==> src/rtl/calc_pkg.sv <==
// Shared types, widths and defaults for the calculator request sequencer.
package calc_pkg;

  localparam int OPND_W = 4;
  localparam int OP_W   = 3;
  localparam int RES_W  = 8;
  localparam int BCD_W  = 16;

  localparam int               TIMEOUT_CYCLES_DEF = 64;
  localparam logic [BCD_W-1:0] ERR_PATTERN_DEF    = 16'hEEEE;

  typedef enum logic [2:0] {
    ST_IDLE  = 3'd0,
    ST_LATCH = 3'd1,
    ST_EXEC  = 3'd2,
    ST_CONV  = 3'd3,
    ST_WAIT  = 3'd4,
    ST_ERR   = 3'd5
  } calc_state_e;

endpackage

==> src/rtl/go_edge.sv <==
// Registers the debounced go level and flags its rising edge for one cycle.
module go_edge (
  input  logic clk,
  input  logic rst,
  input  logic go,
  output logic go_rise
);

  logic go_q;

  always_ff @(posedge clk or posedge rst) begin
    if (rst) go_q <= 1'b0;
    else     go_q <= go;
  end

  assign go_rise = go & ~go_q;

endmodule

==> src/rtl/calc_sequencer.sv <==
// Runs one capture -> execute -> BCD convert -> display cycle per go edge,
// with a bounded wait on the converter and a sticky error display on timeout.
module calc_sequencer
  import calc_pkg::*;
#(
  parameter int               TIMEOUT_CYCLES = TIMEOUT_CYCLES_DEF,
  parameter logic [BCD_W-1:0] ERR_PATTERN    = ERR_PATTERN_DEF
) (
  input  logic              clk,
  input  logic              rst,
  input  logic              go,
  input  logic [OPND_W-1:0] a_in,
  input  logic [OPND_W-1:0] b_in,
  input  logic [OP_W-1:0]   op_in,
  output logic [OPND_W-1:0] op_a,
  output logic [OPND_W-1:0] op_b,
  output logic [OP_W-1:0]   op_sel,
  input  logic [RES_W-1:0]  alu_result,
  output logic              conv_en,
  output logic [BCD_W-1:0]  conv_bin,
  input  logic [BCD_W-1:0]  conv_bcd,
  input  logic              conv_ready,
  output logic [BCD_W-1:0]  disp_bcd,
  output logic              disp_en,
  output logic              busy,
  output logic              done,
  output logic              err,
  output logic [2:0]        dbg_state
);

  localparam int TMR_W = $clog2(TIMEOUT_CYCLES) + 1;
  localparam logic [TMR_W-1:0] TMR_LAST = TMR_W'(TIMEOUT_CYCLES - 1);

  calc_state_e      state;
  logic             go_rise;
  logic [RES_W-1:0] result_reg;
  logic [TMR_W-1:0] timer;

  go_edge u_go_edge (
    .clk     (clk),
    .rst     (rst),
    .go      (go),
    .go_rise (go_rise)
  );

  assign conv_bin  = {{(BCD_W-RES_W){1'b0}}, result_reg};
  assign dbg_state = state;

  always_ff @(posedge clk or posedge rst) begin
    if (rst) begin
      state      <= ST_IDLE;
      op_a       <= '0;
      op_b       <= '0;
      op_sel     <= '0;
      result_reg <= '0;
      timer      <= '0;
      conv_en    <= 1'b0;
      disp_bcd   <= '0;
      disp_en    <= 1'b0;
      busy       <= 1'b0;
      done       <= 1'b0;
      err        <= 1'b0;
    end else begin
      conv_en <= 1'b0;
      done    <= 1'b0;
      case (state)
        ST_IDLE, ST_ERR: begin
          if (go_rise) begin
            op_a   <= a_in;
            op_b   <= b_in;
            op_sel <= op_in;
            err    <= 1'b0;
            busy   <= 1'b1;
            state  <= ST_LATCH;
          end
        end
        ST_LATCH: state <= ST_EXEC;
        ST_EXEC: begin
          result_reg <= alu_result;
          conv_en    <= 1'b1;
          state      <= ST_CONV;
        end
        ST_CONV: begin
          timer <= '0;
          state <= ST_WAIT;
        end
        ST_WAIT: begin
          timer <= timer + 1'b1;
          // timer==0 is the first WAIT cycle; a ready seen there may be left over
          // from the previous conversion. Ready takes priority over timeout.
          if (timer != '0 && conv_ready) begin
            disp_bcd <= conv_bcd;
            disp_en  <= 1'b1;
            done     <= 1'b1;
            busy     <= 1'b0;
            state    <= ST_IDLE;
          end else if (timer == TMR_LAST) begin
            disp_bcd <= ERR_PATTERN;
            disp_en  <= 1'b1;
            err      <= 1'b1;
            busy     <= 1'b0;
            state    <= ST_ERR;
          end
        end
        default: begin
          busy  <= 1'b0;
          state <= ST_IDLE;
        end
      endcase
    end
  end

endmodule

==> config.mk <==
export PLATFORM = sky130hd
export DESIGN_NAME = calc_sequencer
export DESIGN_NICKNAME = d
export VERILOG_FILES = /design/src/rtl/calc_pkg.sv /design/src/rtl/go_edge.sv /design/src/rtl/calc_sequencer.sv
export SDC_FILE = /design/constraint.sdc
export NUM_CORES = 1
export LEC_CHECK = 0
export BUFFER_PORTS_ARGS = -buffer_cell sky130_fd_sc_hd__buf_2
export CAP_MARGIN = 30
export CORE_ASPECT_RATIO = 0.75
export CORE_MARGIN = 2
export CORE_UTILIZATION = 45
export DETAILED_ROUTE_END_ITERATION = 7
export PLACE_DENSITY = 0.76
export SYNTH_ARGS = -nofsm -noshare
export SYNTH_HDL_FRONTEND = slang
export SYNTH_SLANG_ARGS = --single-unit
==> constraint.sdc <==
create_clock -name clk -period 2.3 [get_ports clk]
set_input_delay 0.115 -clock clk [delete_from_list [all_inputs] [get_ports clk]]
set_output_delay 0.115 -clock clk [all_outputs]
set_load 0.01 [all_outputs]
-- Word-level counts from Yosys, hierarchy flattened
Index checks and enable logic that the tools add are counted.
- flip-flop bits (word level): 51
- input port bits: 39
- output and inout port bits: 51
- word-level logic and storage cells: 59
- add/subtract/negate cells: 1
- equal/unequal tests: 10
- mux-type cells: 19
- bitwise logic cells: 3
- reduce and logical (&&, ||, !) cells: 13
- operator list (cell ; number):
    16-bit 2-to-1 mux ; 2
    3-bit one-hot mux with 5 select lines ; 1
    7-bit one-hot mux with 2 select lines ; 1
    1-bit 2-to-1 mux ; 10
    3-bit 2-to-1 mux ; 3
    7-bit by 1-bit adder with 7-bit output (second input constant) ; 1
    7-bit by 6-bit equality test with 1-bit output (second input constant) ; 1
    7-bit nonzero test ; 1
    3-bit by 2-bit equality test with 1-bit output (second input constant) ; 2
    3-bit equality test (second input constant) ; 2
    2-bit != test (second input constant) ; 3
    2-bit AND reduction ; 3
    2-bit nonzero test ; 3
    4-bit AND reduction ; 1
    3-bit by 1-bit equality test with 1-bit output (second input constant) ; 1
    3-bit logical NOT ; 1
    3-bit != test (second input constant) ; 1
    1-bit one-hot mux with 3 select lines ; 1
    3-bit AND reduction ; 1
    3-bit OR reduction ; 1
    1-bit inverter ; 2
    1-bit one-hot mux with 2 select lines ; 1
    2-bit OR reduction ; 1
    1-bit bitwise AND ; 1
    1-bit logical AND ; 1

-- Depth between registers and ports, before layout
- depth after elaboration: 4
- gate-level depth with buffers: 7
- mapped depth without buffers: 7

-- Modules after synthesis
Synthesis repeated with hierarchy kept, for this count alone.
- cells, all modules: 166
- area total of the unflattened synthesis: 2177.1 um^2
- modules (own cells, without submodules) (module ; times used ; cells each ; area an instance (um^2) ; sequential area each (um^2)):
    calc_sequencer ; 1 ; 163 ; 2134.5 ; 1251.2
    go_edge ; 1 ; 3 ; 42.5 ; 25.0

-- Worst setup path before layout
Ideal clock, no wire load.
- path kind: flip-flop to flip-flop
- start point: reg timer[0]
- end point: reg disp_bcd[0]
- library setup time: 0.121 ns
- arrival: 1.694 ns
- data required time: 2.179 ns
- slack: 0.485 ns
- cell stages (with the launch flop): 8
- path buffers: 0
- period minus slack after synthesis: 1.815 ns
- path through: dfrtp_1 inv_1 ha_1 or4b_4 o31a_4 nand2_4 inv_4 a22o_1
- longest elaborated chain between the ends: 4
- elaborated cells between the ends (all ways): 6
- classes of those cells: eq/ne: 1; mux: 1; reduce/logical: 4
- RTL lines (element ; RTL line ; source):
    start: declaration ; calc_sequencer.sv:37 ; logic [TMR_W-1:0] timer;
    start signal: assignment ; calc_sequencer.sv:88 ; timer <= timer + 1'b1;
    7-bit nonzero test ; calc_sequencer.sv:91 ; if (timer != '0 && conv_ready) begin
    1-bit logical AND ; calc_sequencer.sv:91 ;
    2-bit nonzero test (no source line) ; n/a ;
    2-bit AND reduction (no source line) ; n/a ;
    end signal: assignment ; calc_sequencer.sv:92 ; disp_bcd <= conv_bcd;
    end: declaration ; calc_sequencer.sv:23 ; output logic [BCD_W-1:0] disp_bcd,
Parallel ways exist; a longest one is shown, timed or not.
A chain may end at the register's enable or synchronous reset.

-- Worst setup path after layout
- start point: reg timer[0]
- end point: reg disp_bcd[15]
The elaborated chain is that of the path after synthesis.

==> impl_metrics.json <==
{
  "use_met2_pct": 26.8,
  "postRouteAntennaNets": 0,
  "ys_seq_area_share_pct": 59.2,
  "crit_fanout": 12,
  "violations": "hold timing",
  "comb_power_share_pct": 38.1,
  "crit_start": "timer[0]",
  "ioPinCount": 90,
  "cts_hold_buf": 1,
  "gr-max-usage-layer": "met2",
  "numClockSinks": 51,
  "grt_pass1_vias": 1596,
  "cp.required_ns": 2.53,
  "cts_tree": "built",
  "drt_wl_total_um": 4190,
  "fmax_ghz": 0.506,
  "ctsResizeCount": 0,
  "die_h_um": 64.0,
  "cts_buffers": 5,
  "drive_gt1_share_pct": 48.8,
  "swShare_pct": 33.7,
  "synth.cell_area_sq_um": 2160,
  "clock_skew_ns": 0.00449,
  "power_density_nw_per_um2": 1200,
  "yosysWarnings": 0,
  "gr-usage-met3_pct": 5.94,
  "root_buffer": "clkbuf_8",
  "rows": 21,
  "synth_top_area_share_pct": 59.2,
  "grt_pass1_wl_um": 7310,
  "final_util_pct": 58.7,
  "grt_max_degree": 52,
  "fin_crit_ns": 1.98,
  "netlist_top_cells_area": "dfrtp_1 (59%), mux2_2 (9.9%), o22a_1 (4.9%), buf_4 (2.8%), a22o_1 (2.0%)",
  "cts.clk_slew.worst_paths_ns": 0.08,
  "synth_cell_types": 42,
  "p_switching_mw": 1.08,
  "ys_ff_latch": 51,
  "routabilityCongestion": 0.771,
  "htreeDepth": 2,
  "drc": 0,
  "clkLatencyLatePin_ns": 0.29,
  "die_w_um": 83.9,
  "postPlaceCellArea_sq_um": 2570,
  "leakagePower_nw": 1.28,
  "largest_reg_flops": 16,
  "critPathLaunchType": "flop",
  "fillerInstances": 391,
  "period_share_pct": 85.9,
  "synthTopCellsByCount": "dfrtp_1 (51), mux2_2 (19), o22a_1 (12), buf_4 (8)",
  "rsz0062_at_grt": "no",
  "antenna_cells": 0,
  "io_buffer_count": 81,
  "yosysMostFrequentCell": "dfrtp_1",
  "hpwl_um": 3070,
  "grt.overflow.total": 0,
  "synth_top_area_cell": "dfrtp_1",
  "core_area_sq_um": 4550,
  "seqPwrFrac_pct": 46.3,
  "syn2layout_area_growth_pct": 23.7,
  "clkPwrFrac_pct": 15.6,
  "setup_viol": 0,
  "finalSetupTns_ns": 0,
  "grt_antenna_before_repair": 0,
  "synthFlopType": "dfrtp_1",
  "cts_setup_buffers": 0,
  "finalWorstSetupSlack_ns": 0.324,
  "grt.total_usage_pct": 16.8,
  "cp-end-kind": "flop",
  "final_cell_area_sq_um": 2670,
  "drt_iter0_markers": 71,
  "grt_util_met1_pct": 22.4,
  "final_nets": 285,
  "dieArea_sq_um": 5370,
  "peakVddDrop_uv": 633,
  "syn_area_per_cell_sq_um": 13.4,
  "internal-power_mw": 2.12,
  "whs_ns": -0.0223,
  "clk_path_buf_depth": 2,
  "start_util_pct": 47.5,
  "synth_edf_count": 0,
  "via_count": 1537,
  "drv_slew": 0,
  "relSlewSlack_pct": 58.5,
  "cp.arrival_ns": 2.20,
  "synthArstFlopShare_pct": 100,
  "worstHoldPathType": "primary input to async pin",
  "wl_per_cell_um": 13.9,
  "postSynthCellCount": 161,
  "drt-pass1-iter-count": 4,
  "worst_pin_slew_ns": 0.620,
  "via_per_inst": 5.11,
  "hold_viol": 51,
  "r2r-start": "timer[0]",
  "preCtsSetupSlack_ns": 0.329,
  "status": "complete, but fails checks",
  "critPathKind": "flop to flop",
  "cap_violations": 0
}
layout make-up:
type                       count  area, sq um  area share (%)
timing repair buffer          84          430            16.1
inverter                       6         25.0           0.938
clock buffer                   6         82.6            3.10
multi-input combinational     96          777            29.1
clock inverter                 1         5.00           0.188
tap                           57         71.3            2.67
sequential                    51         1280            47.8
cell usage in the layout, fill, tap and decap left out, types with 3 or more instances in the layout:
master    synthesis  routed
buf_2             3      81
dfrtp_1          51      51
nor2_1            3       3
mux2_2           19      19
o22a_1           12      12
a22o_1            5       5
nand2_1           6       6
o21ai_0           6       6
clkbuf_8          0       6
conb_1            1       8
nand2b_1          3       3
inv_1             5       4
worst paths after layout:
check	to	depth (start not counted)	slack, ns
max reg2reg	disp_bcd[15]	5	0.32
max	disp_bcd[15]	5	0.32
min	disp_bcd[13]	3	-0.02
min reg2reg	disp_en	1	0.47
min in group clk	disp_bcd[8]	2	0.05
max in group asynchronous	timer[0]	3	1.91
per-stage QoR:
step,std cells,power (mW)
6_report,301,3.19
5_1_grt,301,3.44
4_1_cts,301,3.24
3_5_place_dp,293,2.72
3_3_place_gp,293,2.69
2_1_floorplan,168,2.25
kinds of logic after synthesis:
logic type	after synthesis	synth area share, %
flip-flops	51	59.2
AO/OA/AOI/OAI	36	14.2
adder cells (fa/ha/maj)	2	1.16
multiplexers	20	10.4
other	1	0.174
buffers and inverters	21	6.03
AND/OR/NAND/NOR	28	8.12
XOR/XNOR	2	0.812
power groups by stage:
stage,Sequential [mW],Clock (mW),Combinational [mW]
global placement,1.49,0,1.21
detailed placement,1.49,0,1.23
floorplan,1.60,0,0.652
global route,1.53,0.560,1.34
CTS,1.48,0.524,1.24
finish,1.48,0.498,1.22
routing by layer:
layer | vias to the layer above | part of all wire (%) | wire, um
li1 | 728 | - | -
met5 | - | 0 | 0
met2 | 70 | 44 | 1830
met1 | 735 | 47 | 1960
met4 | 0 | 0.69 | 29
met3 | 4 | 8.9 | 373
worst max-delay path, cell delays in order (launching register included):
cell     delay [ns]
dfrtp_1        0.40
ha_1           0.21
nand3_1        0.19
or3_1          0.44
a21oi_2        0.45
o22a_1         0.23
Note: power is estimated with default switching activity, not from simulation.
